**config.mk**
```make
export PLATFORM = sky130hd
export DESIGN_NAME = fir_mac_sequencer
export DESIGN_NICKNAME = d
export VERILOG_FILES = /design/src/rtl/fir_mac_sequencer.sv
export SDC_FILE = /design/constraint.sdc
export NUM_CORES = 1
export LEC_CHECK = 0
export ABC_AREA = 1
export BUFFER_PORTS_ARGS = -buffer_cell sky130_fd_sc_hd__buf_2
export CAP_MARGIN = 15
export CORE_ASPECT_RATIO = 2
export CORE_MARGIN = 1.5
export CORE_UTILIZATION = 47
export CTS_CLUSTER_DIAMETER = 150
export DETAILED_ROUTE_END_ITERATION = 7
export SLEW_MARGIN = 20
export SYNTH_ARGS = -nofsm -noshare
export SYNTH_HDL_FRONTEND = slang
export SYNTH_SLANG_ARGS = --single-unit
export TNS_END_PERCENT = 10
```
**constraint.sdc**
```tcl
create_clock -name clk -period 11.05 [get_ports clk]
set_input_delay 1.105 -clock clk [delete_from_list [all_inputs] [get_ports clk]]
set_output_delay 1.105 -clock clk [all_outputs]
set_load 0.01 [all_outputs]
```
**src/rtl/fir_mac_sequencer.sv**
```systemverilog
// Time-multiplexed FIR: one shared signed MAC walks TAPS coefficients per accepted sample.
// Optional macro FIR_MAC_SATURATE_EN clamps the result to N bits and adds a sat_flag output.
module fir_mac_sequencer #(
  parameter int N    = 16,
  parameter int TAPS = 4
) (
  input  logic                clk,
  input  logic                rst,
  input  logic                enable,
  input  logic signed [N-1:0] dataIn1,
  input  logic                rIn1,
  output logic                ready,
  output logic        [N-1:0] dataOut1,
  output logic                r_out,
`ifdef FIR_MAC_SATURATE_EN
  output logic                sat_flag,
`endif
  input  logic                cfg_we,
  input  logic        [3:0]   cfg_addr,
  input  logic signed [N-1:0] cfg_data
);

  localparam int ACCW = 2 * N + 4;
  localparam int KW   = (TAPS > 1) ? $clog2(TAPS) : 1;

  typedef enum logic [1:0] {
    IDLE = 2'd0,
    MAC  = 2'd1,
    DONE = 2'd2
  } state_t;

  state_t                 state_q, state_d;
  logic signed [N-1:0]    dly_q  [TAPS];
  logic signed [N-1:0]    dly_d  [TAPS];
  logic signed [N-1:0]    coef_q [TAPS];
  logic signed [N-1:0]    coef_d [TAPS];
  logic signed [ACCW-1:0] acc_q, acc_d;
  logic        [KW-1:0]   k_q, k_d;
  logic        [N-1:0]    dout_q, dout_d;
  logic                   rout_q, rout_d;
  logic signed [2*N-1:0]  prod_s;
`ifdef FIR_MAC_SATURATE_EN
  logic                   sat_q, sat_d;
  logic        [N:0]      clamp_s;

  // Returns {clamped, value}: in range when every bit above N-2 matches the sign.
  function automatic logic [N:0] sat_clamp(input logic signed [ACCW-1:0] a);
    logic [ACCW-N:0] hi;
    hi = a[ACCW-1:N-1];
    if ((&hi) || !(|hi)) sat_clamp = {1'b0, a[N-1:0]};
    else if (a[ACCW-1])  sat_clamp = {1'b1, 1'b1, {(N-1){1'b0}}};
    else                 sat_clamp = {1'b1, 1'b0, {(N-1){1'b1}}};
  endfunction

  assign clamp_s  = sat_clamp(acc_q);
  assign sat_flag = sat_q;
`endif

  assign prod_s   = (2*N)'(coef_q[k_q]) * (2*N)'(dly_q[k_q]);
  assign ready    = (state_q == IDLE);
  assign dataOut1 = dout_q;
  assign r_out    = rout_q;

  always_comb begin
    state_d = state_q;
    dly_d   = dly_q;
    coef_d  = coef_q;
    acc_d   = acc_q;
    k_d     = k_q;
    dout_d  = dout_q;
    rout_d  = 1'b0;
`ifdef FIR_MAC_SATURATE_EN
    sat_d   = 1'b0;
`endif
    for (int i = 0; i < TAPS; i++) begin
      coef_d[i] = (cfg_we && (state_q == IDLE) && (cfg_addr == 4'(i))) ? cfg_data : coef_q[i];
    end
    case (state_q)
      IDLE: begin
        if (rIn1) begin
          dly_d[0] = dataIn1;
          for (int i = 1; i < TAPS; i++) dly_d[i] = dly_q[i-1];
          acc_d   = '0;
          k_d     = '0;
          state_d = MAC;
        end else begin
          state_d = IDLE;
        end
      end
      MAC: begin
        acc_d = acc_q + ACCW'(prod_s);
        if (k_q == KW'(TAPS - 1)) begin
          k_d     = '0;
          state_d = DONE;
        end else begin
          k_d     = k_q + KW'(1);
          state_d = MAC;
        end
      end
      DONE: begin
`ifdef FIR_MAC_SATURATE_EN
        dout_d = clamp_s[N-1:0];
        sat_d  = clamp_s[N];
`else
        dout_d = acc_q[N-1:0];
`endif
        rout_d  = 1'b1;
        state_d = IDLE;
      end
      default: state_d = IDLE;
    endcase
  end

  // Reset wins over enable; enable low freezes every register including the output pulse.
  always_ff @(posedge clk) begin
    if (!rst) begin
      state_q <= IDLE;
      acc_q   <= '0;
      k_q     <= '0;
      dout_q  <= '0;
      rout_q  <= 1'b0;
`ifdef FIR_MAC_SATURATE_EN
      sat_q   <= 1'b0;
`endif
      for (int i = 0; i < TAPS; i++) begin
        dly_q[i]  <= '0;
        coef_q[i] <= N'(TAPS - i);
      end
    end else if (enable) begin
      state_q <= state_d;
      dly_q   <= dly_d;
      coef_q  <= coef_d;
      acc_q   <= acc_d;
      k_q     <= k_d;
      dout_q  <= dout_d;
      rout_q  <= rout_d;
`ifdef FIR_MAC_SATURATE_EN
      sat_q   <= sat_d;
`endif
    end
  end

endmodule

```
* Word level (Yosys, flattened, before mapping)
Cells that the tools add are included.
Word-level totals: bits in registers 185, input port bits 41, output and inout bits 18
Operators by class: $add $sub $neg 2, multipliers 1, order comparisons 1, equality and inequality tests 7, multiplexer cells 15, bitwise gates (word level) 1, reduce and logical (&&, ||, !) cells 15
Operator list (count):
- $pmux 36 s2 | 1
- $bmux 16 s2 | 2
- $mux 16 | 4
- $add 36x32->36 | 1
- $mux 36 | 1
- $mul 16x16->32 | 1
- $reduce_and 2->1 | 5
- $eq 4x2->1 const B | 2
- $pmux 2 s2 | 2
- $mux 2 | 3
- $reduce_and 3->1 | 2
- $logic_and 1x1->1 | 5
- $eq 2x2->1 const B | 2
- $eq 4x1->1 const B | 1
- $logic_not 4->1 | 1
- $ge 3x3->1 const B | 1
- $not 2->3 | 1
- $add 2x1->2 const B | 1
- $eq 2x1->1 const B | 1
- $logic_not 2->1 | 1
- $mux 1 | 2
- $ne 2x2->1 const B | 1
- $reduce_bool 2->1 | 1

* Longest topological paths before layout
Gate-level depths: netlist (run 1).
word-level depth 7, gate-level depth with buffers 34, gate-level depth less buffers 32

* Worst setup path after synthesis (run 1)
No wires, ideal clock.
path type register -> register, start point reg k_q[0], end point reg acc_q[15], setup time 0.132 ns, data arrival time 5.679 ns, path slack 5.239 ns, cell stages (with the launch flop) 31, path buffers 3, period minus slack after synthesis 5.811 ns, cells stage by stage dfxtp_1 > buf_4 > inv_4 > buf_6 > buf_6 > o211ai_1 > nand2_1 > inv_1 > nor2_1 > fa_1 > inv_1 > fa_1 > inv_1 > fa_1 > fa_1 > fa_1 > inv_1 > fa_1 > inv_1 > ha_1 > nand2_1 > nor3_1 > nand3_1 > o2111ai_1 > nand2_1 > nand2_1 > a21oi_1 > inv_1 > nand3_1 > nand3_1 > a21oi_1
Between the ends: cells in the longest elaborated chain, start to end 7, elaborated cells between the ends (all ways) 10, classes of those cells add/sub: 1; mul: 1; mux: 7; bitwise: 1
Ends and longest elaborated chain:
- from (decl) | line 38 | logic [KW-1:0] k_q, k_d;
- from (signal assigned) | line 134 | k_q <= k_d;
- $not 2->3 (implied by the code) * | line 59 | assign prod_s = (2*N)'(coef_q[k_q]) * (2*N)'(dly_q[k_q]);
- $bmux 16 s2 | line 59
- $mux 16 (implied by the code) (2 in series) | line 59
- $mul 16x16->32 * | line 59
- $add 36x32->36 * | line 91 | acc_d = acc_q + ACCW'(prod_s);
- $pmux 36 s2 * | line 78 | case (state_q)
- to (signal assigned) | line 118 | acc_q <= '0;
- to (signal assigned) | line 133 | acc_q <= acc_d;
- to (decl) | line 37 | logic signed [ACCW-1:0] acc_q, acc_d;
Mark *: on every way between the ends. The rest lies on a longest branch, timed or not. The select of a mux whose other input is x is not followed. A chain may end at the register's enable or synchronous reset.

* Worst setup path in the final report (run 1)
start point reg k_q[0], end point reg acc_q[14]
Same word-level chain as after synthesis.

==> results.ini, run 1 <==
[run_status]
status = finished, final reports clean

[clocking]
post_cts_buffers = 0
cts_tree = yes
clk_latency_ps = 460
clk_pin_slew_ps = 80
clockBufferDepth = 2
clock_sinks = 165
cts_resized = 0
cts_hold_buf = 0
h-tree-depth = 4
numCtsBuffers = 17
root_buffer = clkbuf_16

[global_routing]
grt_pass1_wl_mm = 53.1
gr-usage-all-layers_pct = 27.0
grt_max_degree = 90
antenna_found_initial = 0
gr-total-overflow = 0
first_global_vias = 10400

[min_path]
min_path_type = reg2reg

[worst_setup_path]
r2r_slack_ps = 3860
cp_common_cell = fa_1
cp-end-kind = register
path_delay_family = adder cells
crit_buf_inv = 8
path_class = reg2reg
worstPathArrival_ps = 7520
worst_path_max_delay_cell = buf_4
worstPathRequired_ps = 11380
max_stage_delay_ps = 550
path_max_fanout = 69
start_kind = register

[logic_synthesis]
synth_area_leaders = dfxtp_1 (28%), fa_1 (16%), nand2_1 (12%)
synth_ff_type = dfxtp_1
synth_nets = 1907
postSynthAreaPerCell_um2 = 6.93
seq_area_frac_synth_pct = 28.0
yosysWarnings = 0
synth_edf_count = 0
synthesis.area_mm2 = 0.0118
synth.top_cell.area_share_pct = 28.0
ys_types = 33
ys_ff_latch = 165
syn_inst = 1706
yosys.area.top_type = dfxtp_1
async_flop_share_pct = 0

[layout]
seq_area_mm2 = 0.00330
antennaDiodeCount = 0
drive_gt1_share_pct = 6.35
syn_to_final_growth_pct = 9.02
multi_input_area_mm2 = 0.00700
fillerInstances = 2551
nNetsFinal = 1921

[floorplan]
die_area_mm2 = 0.0262
initial_utilization_pct = 48.0
die_width_um = 115
die_h_um = 227
core-area_mm2 = 0.0246
ios = 59
placementRows = 81

[sta]
rsz0062_at_grt = false
tns_ps = 0
worstMarginPinSlew_ps = 1020
finalCritPeriodShare_pct = 65.1
fin_crit_ps = 7190
final-hold-violation-count = 0
fmax_mhz = 139
setup_violations = 0
fin_skew_ps = 17.3
maxSlewHeadroom_pct = 32.0
finalMaxSlewViolations = 0

[routing]
drtPass1Iterations = 5
drc = 0
drt-initial-drc-count = 627
wire_per_inst_um = 16.1
via_count = 10500
viasPerCell = 5.10
wl_mm = 33.2
postRouteAntennaNets = 0

[power]
power_w = 0.00162
ir_drop_mv = 0.118
power_per_cell_area_mw_per_mm2 = 126
cellLeakagePower_nw = 6.23

[placement]
dp_hpwl_mm = 24.9
io_buffers = 58
gp_congestion = 0.938

[flow_run]
max_cap_violations = 0

## kinds of logic after synthesis
family	after synthesis	share of synthesized area [%]
fa+ha+maj	160	22.8
simple gates	700	23.3
flops	165	28.0
buf+inv	389	12.8
xor+xnor	7	0.519
compound gates	285	12.5
## cell usage after synthesis (3+ instances only)
cell type / number
clkbuf_1: 47
o211ai_1: 8
dfxtp_1: 165
xnor2_1: 5
buf_4: 4
ha_1: 67
buf_2: 18
a21oi_1: 113
nand3_1: 80
nand2_1: 367
inv_2: 3
inv_1: 306
o21ai_0: 153
nor2_1: 239
fa_1: 93
nand2_2: 3
nor3_1: 5
clkinv_1: 7
## per-stage QoR
stage	util, %	instance area, µm²	hold slack (ps)	instances	setup WS, ps
floorplan	-	11800	424	1706	5240
global placement	49.9	12300	432	2033	3970
detailed placement	49.9	12300	438	2033	3880
CTS	52.3	12900	450	2065	3870
global route	52.3	12900	469	2065	3310
finish	52.3	12900	446	2065	3860
## tightest hold or removal path: cells and delay by family (launching register included)
family,cells,cell delay (ps)
compound gates,1,50
buf+inv,1,50
flops,1,310
## final timing paths
check / from / endpoint / cells past startpoint
worst max-delay path: k_q[0] / acc_q[14] / 29
worst min-delay path: dataOut1[15] / dataOut1[15] / 2
worst max register to register: k_q[0] / acc_q[14] / 29
worst min register to register: dataOut1[15] / dataOut1[15] / 2
## sequential cells by signal, indices dropped and copies added, names as in the netlist
signal / count
k_q: 2
r_out: 1
dly_q: 64
dataOut1: 16
state_q: 2
acc_q: 16
coef_q: 64
## where the power goes
group | total (W) | switching, W | internal (W) | leakage, nW
Combinational | 0.000360 | 0.000246 | 0.000113 | 4.59
Clock | 0.000625 | 0.000300 | 0.000326 | 0.294
Sequential | 0.000635 | 0.0000166 | 0.000618 | 1.34
Total | 0.00162 | 0.000563 | 0.00106 | 6.23
## metal layers
metal	part of all wire, %	GRT usage, %
met1	37	27.6
met2	54	50.0
met3	3.1	3.99
met4	6.1	17.5
met5	0	0
## layout by cell type, fill, tap and decap left out, types with 3 or more instances in the layout
cell and instances:
inv_2 3, nand2_1 367, nor3_1 5, xnor2_1 5
o211ai_1 8, nand3_1 79, clkinv_1 7, inv_6 5
a21oi_1 113, clkbuf_16 17, buf_4 10, o21ai_0 153
ha_1 67, buf_2 57, inv_1 306, nand2_2 3
dfxtp_1 164, inv_8 3, nor2_1 239, fa_1 93
## final cells by class
cell class,instances,area share [%]
inverter,317,9.26
tap,332,3.22
sequential,165,25.6
timing repair buffer,67,2.80
clock inverter,15,1.41
clock buffer,17,3.30
multi-input combinational,1152,54.4
(Power assumes the default switching activity.)
==> run 2: changes to the inputs <==
- PLACE_DENSITY: unset -> 0.66
- clock period: 11.05 -> 6.3 ns (I/O delays scaled with it)
==> run 2 against run 1 <==
Global-route usage down 0.34 points. Worst hold slack worse by 17 ps. Critical path depth down 1. Maximum frequency up 21%. Worst setup slack worse by 3500 ps. First-iteration DRC count down 15%. Critical path type unchanged. Largest cell class unchanged.
==> results.ini, run 2 (synthesized netlist as in run 1, its figures left out) <==
[sta]
final-hold-violation-count = 0  ; unchanged
finalMaxSlewViolations = 0  ; unchanged
finalCritPeriodShare_pct = 94.5  ; +29 points
maxSlewHeadroom_pct = 34.0  ; +2.0 points
fin_skew_ps = 15.5  ; -1.83 ps
tns_ps = 0  ; unchanged
worstMarginPinSlew_ps = 988  ; -30.0 ps
setup_violations = 0  ; unchanged
fmax_mhz = 168  ; +21%
fin_crit_ps = 5950  ; -1240 ps
setup_ws_ps = 348  ; -3510 ps

[placement]
dp_hpwl_mm = 25.7  ; +3.2%
place_inst = 2069  ; +1.8%
gp_congestion = 0.949  ; +1.3%
dp_slack_ps = 183  ; -3700 ps
io_buffers = 58  ; unchanged
placed_cell_area_mm2 = 0.0126  ; +2.5%

[clocking]
clockBufferDepth = 2  ; unchanged
numCtsBuffers = 17  ; unchanged
clock_sinks = 165  ; unchanged
root_buffer = clkbuf_16
cts_hold_buf = 0  ; unchanged
clk_latency_ps = 450  ; about the same
cts_tree = yes
clk_pin_slew_ps = 80  ; about the same
h-tree-depth = 4  ; unchanged

[global_routing]
grt_pass1_wl_mm = 52.5  ; -1.2%
grt_max_degree = 90  ; unchanged
antenna_found_initial = 0  ; unchanged
gr-usage-all-layers_pct = 26.6  ; -0.34 points
gr-total-overflow = 0  ; unchanged
first_global_vias = 10500  ; +1.1%

[power]
power_per_cell_area_mw_per_mm2 = 216  ; +72%
power_frac_comb_pct = 23.1  ; +0.9 points
cellLeakagePower_nw = 6.44  ; +3.4%
ir_drop_mv = 0.208  ; +77%
netSwitchingFraction_pct = 32.5  ; -2.3 points
pwr-share-seq_pct = 38.8  ; -0.4 points
switchingPower_w = 0.000934  ; +66%
intPower_w = 0.00194  ; +84%
clock_power_share_pct = 38.2  ; -0.4 points

[routing]
drtPass1Iterations = 5  ; unchanged
via_count = 10800  ; +2.4%
postRouteAntennaNets = 0  ; unchanged
viasPerCell = 5.12  ; +0.37%
wl_mm = 33.5  ; +0.83%
drt-initial-drc-count = 535  ; -15%
drc = 0  ; unchanged
wire_per_inst_um = 15.9  ; -1.1%

[min_path]
min_path_type = in2reg

[floorplan]
ios = 59  ; unchanged
core-area_mm2 = 0.0246  ; unchanged
die_width_um = 115  ; unchanged
die_area_mm2 = 0.0262  ; unchanged
die_h_um = 227  ; unchanged
placementRows = 81  ; unchanged
initial_utilization_pct = 48.0  ; unchanged

[worst_setup_path]
path_max_fanout = 13  ; -81%
path_class = reg2reg
start_kind = register
worst_path_max_delay_cell = fa_1
max_stage_delay_ps = 540  ; about the same
cp-end-kind = register
worstPathRequired_ps = 6670  ; -4710 ps
worstPathArrival_ps = 6320  ; -1200 ps

[layout]
fin_cells = 2106  ; +2.0%
mostFrequentLayoutCell = nand2_1
nNetsFinal = 1962  ; +2.1%
seq_area_mm2 = 0.00331  ; +0.11%
final_cell_mix = nand2_1 (364), inv_1 (303), nor2_1 (239)
final_area_mm2 = 0.0133  ; +3.3%
fillerInstances = 2478  ; -2.9%
syn_to_final_growth_pct = 12.6
multi_input_area_mm2 = 0.00703  ; +0.30%
antennaDiodeCount = 0  ; unchanged
drive_gt1_share_pct = 9.19  ; +2.8 points
reg_top3 = coef_q x64, dly_q x64

[run_status]
status = finished, final reports clean

[flow_run]
max_cap_violations = 0  ; unchanged

run 2: cell types whose count changed in the layout (fill, tap and decap cells not counted), sizes merged:
cell      change
bufinv        +1
buf          +40
clkbuf        +5
inv           -7
clkinvlp      +5
clkinv        -3
run 2: timing repair:
action                     4_1_cts  5_1_grt
setup endpoints to repair        0        4
hold endpoints to repair         0        0
buffers inserted                 0        4
resized for setup                0       19
run 2: final cells by class:
type / instances / area share, %
Multi-Input combinational cell: 1152 / 52.8
Sequential cell: 165 / 24.9
Inverter: 317 / 9.07
Timing Repair Buffer: 108 / 5.49
Clock buffer: 21 / 3.61
Tap cell: 332 / 3.12
Clock inverter: 11 / 1.06
run 2: metal layers:
| metal | vias up | track usage [%] | part of all wire, % |
|---|---|---|---|
| met4 | 0 | 16.6 | 6.6 |
| met2 | 248 | 51.2 | 55 |
| met5 | - | 0 | 0 |
| li1 | 5340 | - | - |
| met3 | 83 | 3.43 | 2.8 |
| met1 | 5108 | 26.3 | 36 |
run 2: path summary, 6_finish.rpt:
kind                start            to  slack (ps)  cells after the start
max reg2reg        k_q[0]     acc_q[15]         350                     28
min reg2reg  dataOut1[15]  dataOut1[15]         440                      2
min            dataIn1[2]     dly_q[50]         430                      3
max                k_q[0]     acc_q[15]         350                     28
run 2: critical path, delay by kind of cell, from the launching register on:
kind	cells	cell delay, ps
adders and majority gates	7	3320
DFF	1	400
buffers and inverters	7	790
and+or+nand+nor	11	910
AOI/OAI and AO/OA	3	440
run 2: per-stage QoR:
stage | util, % | total power, W | hold slack, ps
after global placement | 51.1 | 0.00178 | 431
final | 54.0 | 0.00288 | 430
after detailed placement | 51.1 | 0.00179 | 437
after CTS | 53.6 | 0.00289 | 417
after global routing | 54.0 | 0.00303 | 439
after floorplan | - | 0.00158 | 424
run 2: power by group through the flow:
| stage | combinational (W) | sequential (W) | clock [W] |
|---|---|---|---|
| 6_report | 0.000664 | 0.00112 | 0.00110 |
| 5_1_grt | 0.000755 | 0.00112 | 0.00116 |
| 4_1_cts | 0.000655 | 0.00112 | 0.00112 |
| 3_5_place_dp | 0.000650 | 0.00114 | 0 |
| 3_3_place_gp | 0.000639 | 0.00114 | 0 |
| 2_1_floorplan | 0.000454 | 0.00112 | 0 |
